### src/rtl/car_blink_decoder.sv
// car_blink_decoder: classifies each turn-signal LED line per window and rebuilds the switch code
module car_blink_decoder #(
    parameter int WINDOW    = 64,
    parameter int CNT_W     = 8,
    parameter int MIN_EDGES = 2
) (
    input  logic       clkout,
    input  logic       rst_n,
    input  logic       led1_in,
    input  logic       led2_in,
    output logic [1:0] sw_dec,
    output logic       dec_valid,
    output logic       dec_change,
    output logic [1:0] fault
);
    typedef enum logic {WARMUP, MEASURE} state_t;

    localparam logic [CNT_W-1:0] C_LAST = CNT_W'(WINDOW - 1);
    localparam logic [CNT_W-1:0] C_MIN  = CNT_W'(MIN_EDGES);
    localparam logic [CNT_W-1:0] C_MAX  = '1;

    state_t                  r_state, w_state_nxt;
    logic [1:0]              r_s1, r_s2, r_d, r_low;
    logic [CNT_W-1:0]        r_wcnt;
    logic [1:0][CNT_W-1:0]   r_ecnt, w_ecnt_now;
    logic [1:0]              w_edge, w_low_now, w_blink, w_off;
    logic                    w_eval;
    logic [1:0]              w_sw_nxt, w_fault_nxt;
    logic                    w_valid_nxt, w_change_nxt;

    assign w_edge    = r_s2 ^ r_d;
    assign w_low_now = r_low | ~r_s2;
    assign w_eval    = (r_wcnt == C_LAST);

    // two-flop synchronizer plus delay flop; idle line level is 1
    always_ff @(posedge clkout or negedge rst_n) begin
        if (!rst_n) begin
            r_s1 <= 2'b11;
            r_s2 <= 2'b11;
            r_d  <= 2'b11;
        end else begin
            r_s1 <= {led2_in, led1_in};
            r_s2 <= r_s1;
            r_d  <= r_s2;
        end
    end

    // window counter, wraps after the evaluate cycle
    always_ff @(posedge clkout or negedge rst_n) begin
        if (!rst_n) r_wcnt <= '0;
        else        r_wcnt <= w_eval ? '0 : r_wcnt + CNT_W'(1);
    end

    // per-line counts including the current cycle, and their classification
    always_comb begin
        w_ecnt_now = r_ecnt;
        w_blink    = '0;
        w_off      = '0;
        for (int i = 0; i < 2; i++) begin
            w_ecnt_now[i] = (w_edge[i] && r_ecnt[i] != C_MAX) ? r_ecnt[i] + CNT_W'(1) : r_ecnt[i];
            w_blink[i]    = (w_ecnt_now[i] >= C_MIN);
            w_off[i]      = (w_ecnt_now[i] == '0) && !w_low_now[i];
        end
    end

    // edge counters and low-seen flags; an evaluate-cycle event seeds the next window
    always_ff @(posedge clkout or negedge rst_n) begin
        if (!rst_n) begin
            r_ecnt <= '0;
            r_low  <= '0;
        end else begin
            for (int i = 0; i < 2; i++)
                r_ecnt[i] <= w_eval ? {{(CNT_W-1){1'b0}}, w_edge[i]} : w_ecnt_now[i];
            r_low <= w_eval ? ~r_s2 : w_low_now;
        end
    end

    // state register
    always_ff @(posedge clkout or negedge rst_n) begin
        if (!rst_n) r_state <= WARMUP;
        else        r_state <= w_state_nxt;
    end

    // next state and next output values; faulty lines keep their decoded bit
    always_comb begin
        w_state_nxt  = r_state;
        w_sw_nxt     = sw_dec;
        w_fault_nxt  = fault;
        w_valid_nxt  = 1'b0;
        w_change_nxt = 1'b0;
        if (w_eval) begin
            if (r_state == WARMUP) begin
                w_state_nxt = MEASURE;
            end else begin
                w_sw_nxt     = w_blink | (sw_dec & ~w_off);
                w_fault_nxt  = ~(w_blink | w_off);
                w_valid_nxt  = 1'b1;
                w_change_nxt = (w_sw_nxt != sw_dec);
            end
        end
    end

    // registered outputs
    always_ff @(posedge clkout or negedge rst_n) begin
        if (!rst_n) begin
            sw_dec     <= 2'b00;
            fault      <= 2'b00;
            dec_valid  <= 1'b0;
            dec_change <= 1'b0;
        end else begin
            sw_dec     <= w_sw_nxt;
            fault      <= w_fault_nxt;
            dec_valid  <= w_valid_nxt;
            dec_change <= w_change_nxt;
        end
    end
endmodule
### config.mk
export PLATFORM = sky130hd
export DESIGN_NAME = car_blink_decoder
export DESIGN_NICKNAME = d
export VERILOG_FILES = /design/src/rtl/car_blink_decoder.sv
export SDC_FILE = /design/constraint.sdc
export NUM_CORES = 1
export LEC_CHECK = 0
export CAP_MARGIN = 10
export CORE_ASPECT_RATIO = 0.75
export CORE_UTILIZATION = 53
export DETAILED_ROUTE_END_ITERATION = 12
export PLACE_DENSITY = 0.75
export SLEW_MARGIN = 5
export SYNTH_ARGS = -nofsm -noshare
export SYNTH_HDL_FRONTEND = slang
export SYNTH_SLANG_ARGS = --single-unit
### constraint.sdc
create_clock -name clkout -period 1.8 [get_ports clkout]
set_input_delay 0.18 -clock clkout [delete_from_list [all_inputs] [get_ports clkout]]
set_output_delay 0.18 -clock clkout [all_outputs]
set_load 0.01 [all_outputs]
After elaboration in Yosys (flattened, before gate mapping)
Cells that the tools add are included.
Widths: inputs -> output; s select.
{"block": "word_totals", "register_bits": 39, "inputBits": 4, "out_inout_bits": 6}
{"block": "op_classes", "addsub": 3, "order_cmp": 2, "eq_ne": 4, "n_mux": 10, "n_bitwise": 8, "n_reduce_logical": 9}
{"cell": "$mux 8", "n": 5}
{"cell": "$add 8x1->8 const B", "n": 3}
{"cell": "$ge 8x2->1 const B", "n": 2}
{"cell": "$logic_not 8->1", "n": 2}
{"cell": "$ne 8x8->1 const B", "n": 2}
{"cell": "$eq 8x6->1 const B", "n": 1}
{"cell": "$not 2->2", "n": 3}
{"cell": "$or 2x2->2", "n": 3}
{"cell": "$logic_and 1x1->1", "n": 4}
{"cell": "$mux 1", "n": 4}
{"cell": "$and 2x2->2", "n": 1}
{"cell": "$logic_not 1->1", "n": 2}
{"cell": "$mux 2", "n": 1}
{"cell": "$ne 2x2->1", "n": 1}
{"cell": "$reduce_and 2->1", "n": 1}
{"cell": "$xor 2x2->2", "n": 1}

Logic depth before layout (Yosys ltp)
{"block": "depth", "word_depth": 11, "mapped_depth": 7}

Worst setup path before layout
No wires, ideal clock.
{"block": "synth_timing", "kind": "register -> register", "from": "register r_s2[1]", "to": "register dec_change", "setup_time_ps": 124, "t_arrival_ps": 1838, "required_ps": 1676, "path_slack_ps": -161, "path_stages_with_launch": 7, "path_buffers": 0, "period_less_slack_ps": 1961, "path_cell_list": "dfstp_2 xnor2_2 a2111o_1 a2bb2oi_2 and4_4 mux2i_1 a211o_1"}
{"block": "synth_via", "elab_chain_cells": 11}
{"item": "start, declared", "line": "23", "rtl": "logic [1:0] r_s1, r_s2, r_d, r_low;"}
{"item": "start signal, assigned", "line": "43", "rtl": "r_s2 <= r_s1;"}
{"item": "branches (longest 7 deep; another with $ge 8x2->1)"}
{"item": "$or 2x2->2 (*)", "line": "95", "rtl": "w_sw_nxt = w_blink | (sw_dec & ~w_off);"}
{"item": "$ne 2x2->1 (*)", "line": "98", "rtl": "w_change_nxt = (w_sw_nxt != sw_dec);"}
{"item": "$mux 1 (*)", "line": "92", "rtl": "if (r_state == WARMUP) begin"}
{"item": "$mux 1 (*)", "line": "91", "rtl": "if (w_eval) begin"}
{"item": "named net w_change_nxt", "line": "29", "rtl": "logic w_valid_nxt, w_change_nxt;"}
{"item": "end signal, assigned", "line": "114", "rtl": "dec_change <= w_change_nxt;"}
{"item": "end, declared", "line": "13", "rtl": "output logic dec_change,"}
Mark *: on every way through the listed nets, which the timed path passes.
A chain may end at the register's enable or synchronous reset.

Worst setup path in the final report
{"block": "layout_timing", "from": "register r_d[0]", "to": "register dec_change"}
{"block": "layout_via", "elab_chain_cells": 11}
{"item": "start, declared", "line": "23"}
{"item": "start signal, assigned", "line": "44", "rtl": "r_d <= r_s2;"}
{"item": "$xor 2x2->2 (*)", "line": "31", "rtl": "assign w_edge = r_s2 ^ r_d;"}
{"item": "$logic_and 1x1->1 (*)", "line": "60", "rtl": "w_ecnt_now[i] = (w_edge[i] && r_ecnt[i] != C_MAX) ? r_ecnt[i] + CNT_W'(1) : r_ecnt[i];"}
{"item": "$mux 8 (*)", "line": "60"}
{"item": "branches (longest 4 deep; another with $ge 8x2->1)"}
{"item": "$or 2x2->2 (*)", "line": "95"}
{"item": "$ne 2x2->1 (*)", "line": "98"}
{"item": "$mux 1 (*)", "line": "92"}
{"item": "$mux 1 (*)", "line": "91"}
{"item": "named net w_change_nxt", "line": "29"}
Marks and branches as above.

==> reports/summary.txt <==
CP Data Arrival Time - 2.21 ns
Io pins - 10
Area Overhead vs Synth - 42.4%
Worst r2r src - r_d[0]
TritonCTS clock tree - yes
Most numerous cell in the Yosys netlist - dfrtp_1
Post-Route WL - 5220 um
Slowest Stage Delay on Critical Path - 0.65 ns
List of most frequent post-synthesis cells - 33 x dfrtp_1, 23 x nor2_1, 17 x nand2_1, 12 x nand3_1, 9 x xor2_1
Row count - 18
WL/cell - 17.2 um
Max Cap Viol - 0
Fmax - 492 MHz
Post-synthesis cell count - 189
Unrepaired setup endpoints after global routing - true
DR vias - 1778
Number of synthesized flops with an enable pin - 0
Avg Synthesized Cell Area - 10.3 sq um
Top cells by area, synth - dfrtp_1 42%, dfstp_2 8.1%, nor2_1 4.4%
Reg clk slew, reported paths - 0.08 ns
Static leakage - 1.22 nW
Violated checks - negative setup slack
Nature of the critical path startpoint - flip-flop
Die W - 72.0 um
First-pass GRT wire length - 7750 um
Core ar. - 3400 sq um
H-tree Lvls - 2
Routed length on met3 - 333 um
Final hold vios - 0
CTS root buf - clkbuf_8
Final period utilization - 113%
Final setup viols - 6
Crit path from - r_d[0]
Largest net degree at the start of global routing - 40
Synth cell types - 44
Top Layer Used - met4
Port bufs - 9
Max Slew Vio Count - 0
DRT met1 WL - 2230 um
Critical path buffers and inverters - 0
PwrDens - 1140 nW/um^2
CP endpoint kind - flip-flop
Worst-Skew Late Latency - 0.30 ns
Vias in the first global route - 1661
Total power - 3.16 mW
N_diodes - 0
Layout cells sized above 1 - 39.4%
Worst Path Required - 1.97 ns
Ys Warns - 0
CP delay by family, top - flip-flops
Via density - 5.85
Die area - 3920 sq um
Top cell type's share of synthesized area - 42.4%
Hold path start - led1_in
Mapped cell area - 1950 sq um
Slowest-stage cell, CP - dfstp_2
Grt total ovfl - 0
Final #Nets - 260
Slew @ Worst Pin - 0.484 ns
Total clock sinks - 39
TritonRoute pass-1 iters - 4
HP Class - primary input to flip-flop
Detailed Place HPWL - 3290 um
Synth Net Count - 196
Post-route DRC - 0
1st-iter DRT viols - 192
Largest buffer count on any clock path - 2
Total Routing Usage GR - 27.4%
CP Cell Sequence - xnor2_4 -> nor3_2 -> mux2i_1 -> and4_4 -> a211oi_2 -> a211o_1
Yosys reg bits - 39
Fin crit period - 2.03 ns
Setup WS post-layout - -0.231 ns
Main flop type after synthesis - dfrtp_1
WS Path Type - flip-flop to flip-flop
Clock Skew - 0.0129 ns
Met2 WL - 2500 um
Worst vdd ir - 0.776 mV
Layout Utilization - 81.6%
Crit-path max FO - 4
CTS Buf Count - 5
RePlAce Congestion - 0.986
Rel. slew slack - 67.7%
Status - complete, but fails checks
Initial antenna violation count - 0
Sequential-to-total area share from yosys stat - 50.5%
Cell taking the most area after synthesis - dfrtp_1
Starting Density - 57.3%
Antenna Nets Post-Route - 0
Post-synth ARST share - 100%
Die H - 54.5 um
==> state kept, by name, summed over array words and instances, names as in the netlist <==
signal and flops:
fault 2, dec_valid 1, r_ecnt 16, dec_change 1, r_low 2, r_state 1, r_s1 2, sw_dec 2
r_s2 2, r_wcnt 8, r_d 2
==> worst reg2reg max path, cell delays in order, from the launching register on <==
cell	delay, ns
dfstp_2	0.65
xnor2_4	0.14
nor3_2	0.25
mux2i_1	0.29
and4_4	0.28
a211oi_2	0.07
a211o_1	0.23
==> area by class of cell <==
cell class / count / area [sq um]
Inverter: 6 / 22.5
Fill cell: 186 / 627
Multi-Input combinational cell: 141 / 1130
Tap cell: 50 / 62.6
Timing Repair Buffer: 60 / 478
Clock inverter: 2 / 16.3
Sequential cell: 39 / 983
Clock buffer: 6 / 82.6
==> worst paths after layout <==
| check | slack (ns) | to | depth (start not counted) |
|---|---|---|---|
| worst max-delay path | -0.23 | dec_change | 6 |
| worst min-delay path | 0.29 | r_s1[0] | 1 |
| worst max register to register | -0.23 | dec_change | 6 |
| worst min register to register | 0.36 | r_s2[1] | 0 |
| max in group asynchronous | 0.97 | r_d[0] | 3 |
| min in group asynchronous | 0.47 | r_ecnt[13] | 3 |
==> metal layers <==
metal  track usage, %  vias to the layer above
li1                 -                      801
met1             34.6                      866
met2             45.6                       88
met3             6.45                       23
met4             13.4                        0
met5                0                        -
==> power by group <==
part / switching [mW] / internal [mW] / total (mW)
clock network: 0.310 / 0.312 / 0.622
registers: 0.169 / 1.03 / 1.20
logic: 0.666 / 0.676 / 1.34
total: 1.14 / 2.02 / 3.16
==> cell families after synthesis <==
group,Yosys count,synth area share [%]
muxes,9,4.69
AOI/OAI and AO/OA,29,11.8
xor gates and xnor gates,17,8.03
and+or+nand+nor,83,21.3
adders and majority gates,3,1.93
buffers and inverters,9,1.80
DFF,39,50.5
==> layout by cell type, fill, tap and decap left out, drive strengths merged, types with 2 or more instances in the layout <==
master,instances
nor4,2
o31ai,3
nor3,6
a21oi,4
dfstp,6
ha,3
nor3b,2
and2,3
and4,3
clkbuf,6
dfrtp,33
o21ai,8
xnor2,8
and3,6
nand4,4
nand2,17
clkdlybuf4s50,8
a211oi,2
xor2,9
nand2b,3
inv,6
nor2,23
buf,51
nand3,12
mux2i,8
==> timing repair <==
item | CTS | global route
setup endpoints to repair | 5 | 8
gates resized for setup | 7 | 20
endpoints found under the hold margin | 33 | 0
setup buffers | 9 | 6
hold buffers | 1 | 0
pin swaps | 7 | 18
==> through the flow <==
step | TNS [ns] | instances | hold slack [ns] | worst slack [ns] | instance area, sq um
floorplan | -0.125 | 189 | -0.116 | -0.0912 | 2010
global placement | -0.213 | 280 | 0.248 | -0.101 | 2410
detailed placement | -0.460 | 280 | 0.254 | -0.163 | 2410
CTS | -0.324 | 298 | 0.283 | -0.163 | 2630
global route | -1.28 | 304 | 0.295 | -0.318 | 2770
finish | -0.767 | 304 | 0.287 | -0.231 | 2770
No activity file was read; power rests on OpenSTA's default activity.
